--- src/rtl/spi_adc_scanner.sv ---
// Round-robin SPI scanner for MCP3208-style ADCs (SPI mode 0).
// Handshake: o_valid holds the latest word until a clock with i_ready=1; a new load overwrites an unconsumed word and pulses o_overrun.
module spi_adc_scanner #(
    parameter int CLK_DIV       = 4,
    parameter int RES_BITS      = 12,
    parameter int NUM_CH        = 8,
    parameter int SGL           = 1,
    parameter int SAMPLE_PERIOD = 2500,
    parameter int CSH_CYCLES    = 64
) (
    input  logic                clk,
    input  logic                reset,
    input  logic                en,
    input  logic                miso,
    output logic                mosi,
    output logic                sck,
    output logic                cs_n,
    output logic [RES_BITS-1:0] o_data,
    output logic [2:0]          o_ch,
    output logic                o_valid,
    input  logic                i_ready,
    output logic                o_overrun,
    output logic [2:0]          dbg_state
);

    typedef enum logic [2:0] {
        ST_IDLE  = 3'd0,
        ST_WAIT  = 3'd1,
        ST_SETUP = 3'd2,
        ST_SHIFT = 3'd3,
        ST_HOLD  = 3'd4
    } state_t;

    localparam int DIV_W = $clog2(CLK_DIV);
    localparam int PER_W = (SAMPLE_PERIOD > 1) ? $clog2(SAMPLE_PERIOD) : 1;
    localparam int CSH_W = $clog2(CSH_CYCLES + 1) + 1;

    localparam logic [DIV_W-1:0] DIV_LAST  = DIV_W'(CLK_DIV - 1);
    localparam logic [PER_W-1:0] PER_LAST  = PER_W'(SAMPLE_PERIOD - 1);
    localparam logic [CSH_W-1:0] CSH_FULL  = CSH_W'(CSH_CYCLES);
    localparam logic [CSH_W-1:0] CSH_HOLD  = CSH_W'((CSH_CYCLES > 0) ? CSH_CYCLES - 1 : 0);
    localparam logic [4:0]       LAST_EDGE = 5'(7 + RES_BITS);
    localparam logic [2:0]       CH_LAST   = 3'(NUM_CH - 1);
    localparam logic             SGL_BIT   = (SGL != 0);

    state_t              state_q, state_d;
    logic [DIV_W-1:0]    div_q, div_d;
    logic [4:0]          edge_q, edge_d;
    logic [PER_W-1:0]    per_q, per_d;
    logic [CSH_W-1:0]    csh_q, csh_d;
    logic                pend_q, pend_d;
    logic [2:0]          ch_q, ch_d;
    logic [RES_BITS-1:0] sr_q, sr_d;
    logic                cs_n_d, sck_d, mosi_d;
    logic [RES_BITS-1:0] o_data_d;
    logic [2:0]          o_ch_d;
    logic                o_valid_d, o_overrun_d;
    logic                go, load, tick;

    assign dbg_state = state_q;

    always_ff @(posedge clk or posedge reset) begin
        if (reset) begin
            state_q   <= ST_IDLE;
            div_q     <= '0;
            edge_q    <= '0;
            per_q     <= '0;
            csh_q     <= CSH_FULL;
            pend_q    <= 1'b0;
            ch_q      <= '0;
            sr_q      <= '0;
            cs_n      <= 1'b1;
            sck       <= 1'b0;
            mosi      <= 1'b0;
            o_data    <= '0;
            o_ch      <= '0;
            o_valid   <= 1'b0;
            o_overrun <= 1'b0;
        end else begin
            state_q   <= state_d;
            div_q     <= div_d;
            edge_q    <= edge_d;
            per_q     <= per_d;
            csh_q     <= csh_d;
            pend_q    <= pend_d;
            ch_q      <= ch_d;
            sr_q      <= sr_d;
            cs_n      <= cs_n_d;
            sck       <= sck_d;
            mosi      <= mosi_d;
            o_data    <= o_data_d;
            o_ch      <= o_ch_d;
            o_valid   <= o_valid_d;
            o_overrun <= o_overrun_d;
        end
    end

    always_comb begin
        state_d     = state_q;
        div_d       = div_q;
        edge_d      = edge_q;
        sr_d        = sr_q;
        ch_d        = ch_q;
        cs_n_d      = cs_n;
        sck_d       = sck;
        mosi_d      = mosi;
        o_data_d    = o_data;
        o_ch_d      = o_ch;
        o_valid_d   = o_valid;
        o_overrun_d = 1'b0;
        go          = 1'b0;
        load        = 1'b0;
        tick        = (state_q != ST_IDLE) && (per_q == '0);
        per_d       = (state_q == ST_IDLE || per_q == PER_LAST) ? '0 : per_q + PER_W'(1);

        case (state_q)
            ST_IDLE: begin
                if (en) state_d = ST_WAIT;
            end
            // A period tick missed while busy is remembered so overlong frames run back to back.
            ST_WAIT: begin
                if ((tick || pend_q) && csh_q >= CSH_FULL) begin
                    go      = 1'b1;
                    state_d = ST_SETUP;
                    cs_n_d  = 1'b0;
                    mosi_d  = 1'b1;
                    div_d   = '0;
                end
            end
            ST_SETUP: begin
                if (div_q == DIV_LAST) begin
                    div_d   = '0;
                    state_d = ST_SHIFT;
                    sck_d   = 1'b1;
                    edge_d  = 5'd1;
                end else begin
                    div_d = div_q + DIV_W'(1);
                end
            end
            ST_SHIFT: begin
                if (div_q != DIV_LAST) begin
                    div_d = div_q + DIV_W'(1);
                end else begin
                    div_d = '0;
                    if (sck) begin
                        sck_d = 1'b0;
                        case (edge_q)
                            5'd1:    mosi_d = SGL_BIT;
                            5'd2:    mosi_d = ch_q[2];
                            5'd3:    mosi_d = ch_q[1];
                            5'd4:    mosi_d = ch_q[0];
                            default: mosi_d = 1'b0;
                        endcase
                    end else if (edge_q == LAST_EDGE) begin
                        load    = 1'b1;
                        cs_n_d  = 1'b1;
                        state_d = ST_HOLD;
                        ch_d    = (ch_q >= CH_LAST) ? 3'd0 : ch_q + 3'd1;
                    end else begin
                        sck_d  = 1'b1;
                        edge_d = edge_q + 5'd1;
                        // Rising edges 1..7 carry command, sample and null bits; data starts at edge 8.
                        if (edge_q >= 5'd7) sr_d = {sr_q[RES_BITS-2:0], miso};
                    end
                end
            end
            ST_HOLD: begin
                if (csh_q >= CSH_HOLD) state_d = ST_WAIT;
            end
            default: state_d = ST_IDLE;
        endcase

        if (!en && state_q != ST_IDLE) begin
            state_d = ST_IDLE;
            cs_n_d  = 1'b1;
            sck_d   = 1'b0;
            mosi_d  = 1'b0;
            ch_d    = '0;
            div_d   = '0;
            edge_d  = '0;
            per_d   = '0;
            go      = 1'b0;
            load    = 1'b0;
        end

        pend_d = (state_d != ST_IDLE) && !go && (pend_q || tick);
        // Counts clocks since cs_n last rose; the WAIT->SETUP edge is exactly CSH_CYCLES later.
        csh_d  = (!cs_n && cs_n_d) ? CSH_W'(1) :
                 (csh_q >= CSH_FULL) ? csh_q : csh_q + CSH_W'(1);

        if (load) begin
            o_data_d    = sr_q;
            o_ch_d      = ch_q;
            o_valid_d   = 1'b1;
            o_overrun_d = o_valid && !i_ready;
        end else if (o_valid && i_ready) begin
            o_valid_d = 1'b0;
        end
    end

endmodule

--- config.mk ---
export PLATFORM = sky130hd
export DESIGN_NAME = spi_adc_scanner
export DESIGN_NICKNAME = d
export VERILOG_FILES = /design/src/rtl/spi_adc_scanner.sv
export SDC_FILE = /design/constraint.sdc
export NUM_CORES = 1
export LEC_CHECK = 0
export ABC_CLOCK_PERIOD_IN_PS = 2000
export BUFFER_PORTS_ARGS = -buffer_cell sky130_fd_sc_hd__buf_2
export CAP_MARGIN = 5
export CORE_ASPECT_RATIO = 1.2
export CORE_MARGIN = 3
export CORE_UTILIZATION = 50
export CTS_CLUSTER_SIZE = 30
export DETAILED_ROUTE_END_ITERATION = 6
export HOLD_SLACK_MARGIN = 0.03
export PLACE_DENSITY = 0.72
export SLEW_MARGIN = 30
export SYNTH_ARGS = -nofsm -noshare
export SYNTH_HDL_FRONTEND = slang
export SYNTH_SLANG_ARGS = --single-unit
--- constraint.sdc ---
create_clock -name clk -period 2 [get_ports clk]
set_input_delay 0.1 -clock clk [delete_from_list [all_inputs] [get_ports clk]]
set_output_delay 0.1 -clock clk [all_outputs]
set_load 0.03 [all_outputs]
==> flow_summary.yaml <==
global_route:
  grt_pass1_wl_um: 10900
  grt_pass1_vias: 2356
  grt.overflow.total: 0
  antenna_found_initial: 0
  grtUsageTotal: 0.186
  grt_max_degree: 44
synth:
  ys_types: 61
  synth_seq_cells: 66
  synth_area_sq_um: 3270
  yosysSeqAreaShare: 0.506
  syn_avg_cell_area_sq_um: 11.2
  synth_fp_nets: 307
  synth_edf_count: 0
  async_flop_share: 1.00
  ys_warn_count: 0
  synthCells: 292
  synth_top_flop_cell: "dfrtp_1"
clocking:
  clockBufferDepth: 2
  cts-buffers-inserted: 9
  post-cts-setup-buffer-count: 0
  htree_levels: 3
  cts_tree: "done"
  root_buffer: "clkbuf_8"
  clk_pin_slew_ns: 0.08
  clock-sinks: 66
  clk_latency_ns: 0.35
hold_path:
  hold_depth: 3
  hold_path.class: "input pin to flip-flop"
finish:
  areaGrowthSynthToFinish_pct: 17.3
  final_common_cell: "dfrtp_1"
  final_cells: 424
  drive_gt1_frac: 0.292
  layout_common_cells: "64 x dfrtp_1, 35 x nor2_1, 27 x buf_2, 22 x mux2_2, 17 x nand2_1"
  fin_area_sq_um: 3830
  finalNetCount: 352
  num_antenna_cells: 0
  fillCellCount: 504
floorplanning:
  core.rowCount: 31
  die_x_um: 79.8
  fp.coreArea_sq_um: 6170
  chipHeight_um: 94.5
  die-area_sq_um: 7540
  io_pins: 28
  initial_core_util: 0.530
sta:
  finalCriticalPeriod_ns: 1.87
  slew_violations: 0
  slew_headroom: 0.634
  worst_slack_ns: 0.134
  worst_pin_slew_ns: 0.548
  rsz0062_at_grt: "false"
  hold_violations: 0
  max_freq_ghz: 0.536
  skew_ns: 0.00671
  period_share: 0.933
  fin_tns_setup_ns: 0
  setup_violations: 0
route:
  drtIter0Drc: 217
  antenna_left: 0
  drtPass1Iterations: 4
  num_vias: 2361
  via_per_inst: 5.57
  route.detailed.drc: 0
  drt_wl_total_um: 6430
  wl_per_cell_um: 15.2
place:
  dp.cells: 406
  placed_cell_area_sq_um: 3580
  post-place-ws_ns: 0.115
  dp_hpwl_um: 4430
  portBuffers: 27
  globalplace.congestion: 0.832
pwr:
  powerDensity_nw_per_um2: 989
  finalPower_mw: 3.79
  leakage_nw: 1.84
  irDropWorstVdd_uv: 528
setup_path:
  arrival_ns: 2.10
  cp.required_ns: 2.24
  startpoint_type: "flip-flop"
  crit_path_max_fanout: 6
  rr_worst_depth: 5
  regToRegSetupSlack_ns: 0.13
  crit_type: "flip-flop to flip-flop"
  cp-end-kind: "flip-flop"
job:
  drv_cap: 0
run_status:
  status: "completed"
## layout make-up
class / instances / area [sq um] / area share
Timing Repair Buffer: 44 / 280 / 0.0732
Tap cell: 82 / 103 / 0.0268
Multi-Input combinational cell: 204 / 1520 / 0.398
Inverter: 12 / 45.0 / 0.0118
Sequential cell: 66 / 1650 / 0.432
Clock buffer: 9 / 124 / 0.0323
Clock inverter: 7 / 101 / 0.0265
## synthesized netlist by cell type (5+ instances only)
master   instances  area (sq um)
nand2_1         17          63.8
mux2_4           6          90.1
nor2_1          35           131
a21oi_1          8          40.0
buf_2            5          25.0
o21ai_0          5          25.0
ha_1            10           125
mux2_2          22           248
xor2_1           8          70.1
xnor2_1          9          78.8
nand4_1          7          43.8
inv_1           12          45.0
nor3_1           8          40.0
nand3_1          8          40.0
dfrtp_1         64          1600
## what timing repair did
| item | in CTS | in global routing |
|---|---|---|
| gates resized for setup | 0 | 1 |
| endpoints found under the hold margin | 24 | 0 |
| setup endpoints to repair | 0 | 1 |
| hold buffers | 2 | 0 |
## logic make-up after synthesis
family	share of synthesized area
adders and majority gates	0.0383
and+or+nand+nor	0.169
buffers and inverters	0.0295
DFF	0.506
muxes	0.116
xor gates and xnor gates	0.0456
AOI/OAI and AO/OA	0.0946
## registers in the layout, summed over array words and instances (netlist names)
| name | cells |
|---|---|
| dbg_state | 3 |
| div_q | 2 |
| sck | 1 |
| o_valid | 1 |
| o_data | 12 |
| sr_q | 12 |
| edge_q | 5 |
| per_q | 12 |
| cs_n | 1 |
| ch_q | 3 |
| o_overrun | 1 |
| mosi | 1 |
| o_ch | 3 |
| pend_q | 1 |
| csh_q | 8 |
## report_power, final
group          switching, mW  internal, mW
logic                  0.499         0.383
clock network          0.565         0.712
registers              0.135          1.50
## worst max-delay path, stage by stage, from the launching register on
cell     delay, ns
dfrtp_1       0.39
ha_1          0.30
or3b_1        0.43
a21oi_4       0.25
nor2_1        0.08
mux2_1        0.31
## per-stage QoR
stage / hold WS, ns / util
finish: 0.0337 / 0.621
floorplan: 0.251 / -
global route: 0.0566 / 0.621
global placement: 0.185 / 0.580
detailed placement: 0.183 / 0.580
CTS: 0.0367 / 0.620
## worst paths after layout
check | endpoint | start
min reg2reg | o_data[8]$_DFFE_PP0P_ | o_data[8]$_DFFE_PP0P_
max in group asynchronous | csh_q[6]$_DFFE_PP1P_ | reset
min in group asynchronous | per_q[2]$_DFF_PP0_ | reset
max | edge_q[0]$_DFFE_PP0P_ | div_q[0]$_DFFE_PP0P_
min | o_overrun$_DFF_PP0_ | i_ready
max reg2reg | edge_q[0]$_DFFE_PP0P_ | div_q[0]$_DFFE_PP0P_
## layer usage
metal | GRT usage | vias up | share of wire
met5 | 0 | - | 0
met4 | 0.0845 | 0 | 0.015
met3 | 0.0458 | 8 | 0.047
met2 | 0.287 | 56 | 0.48
met1 | 0.248 | 1158 | 0.46
li1 | - | 1139 | -
Note: power is estimated with default switching activity, not from simulation.
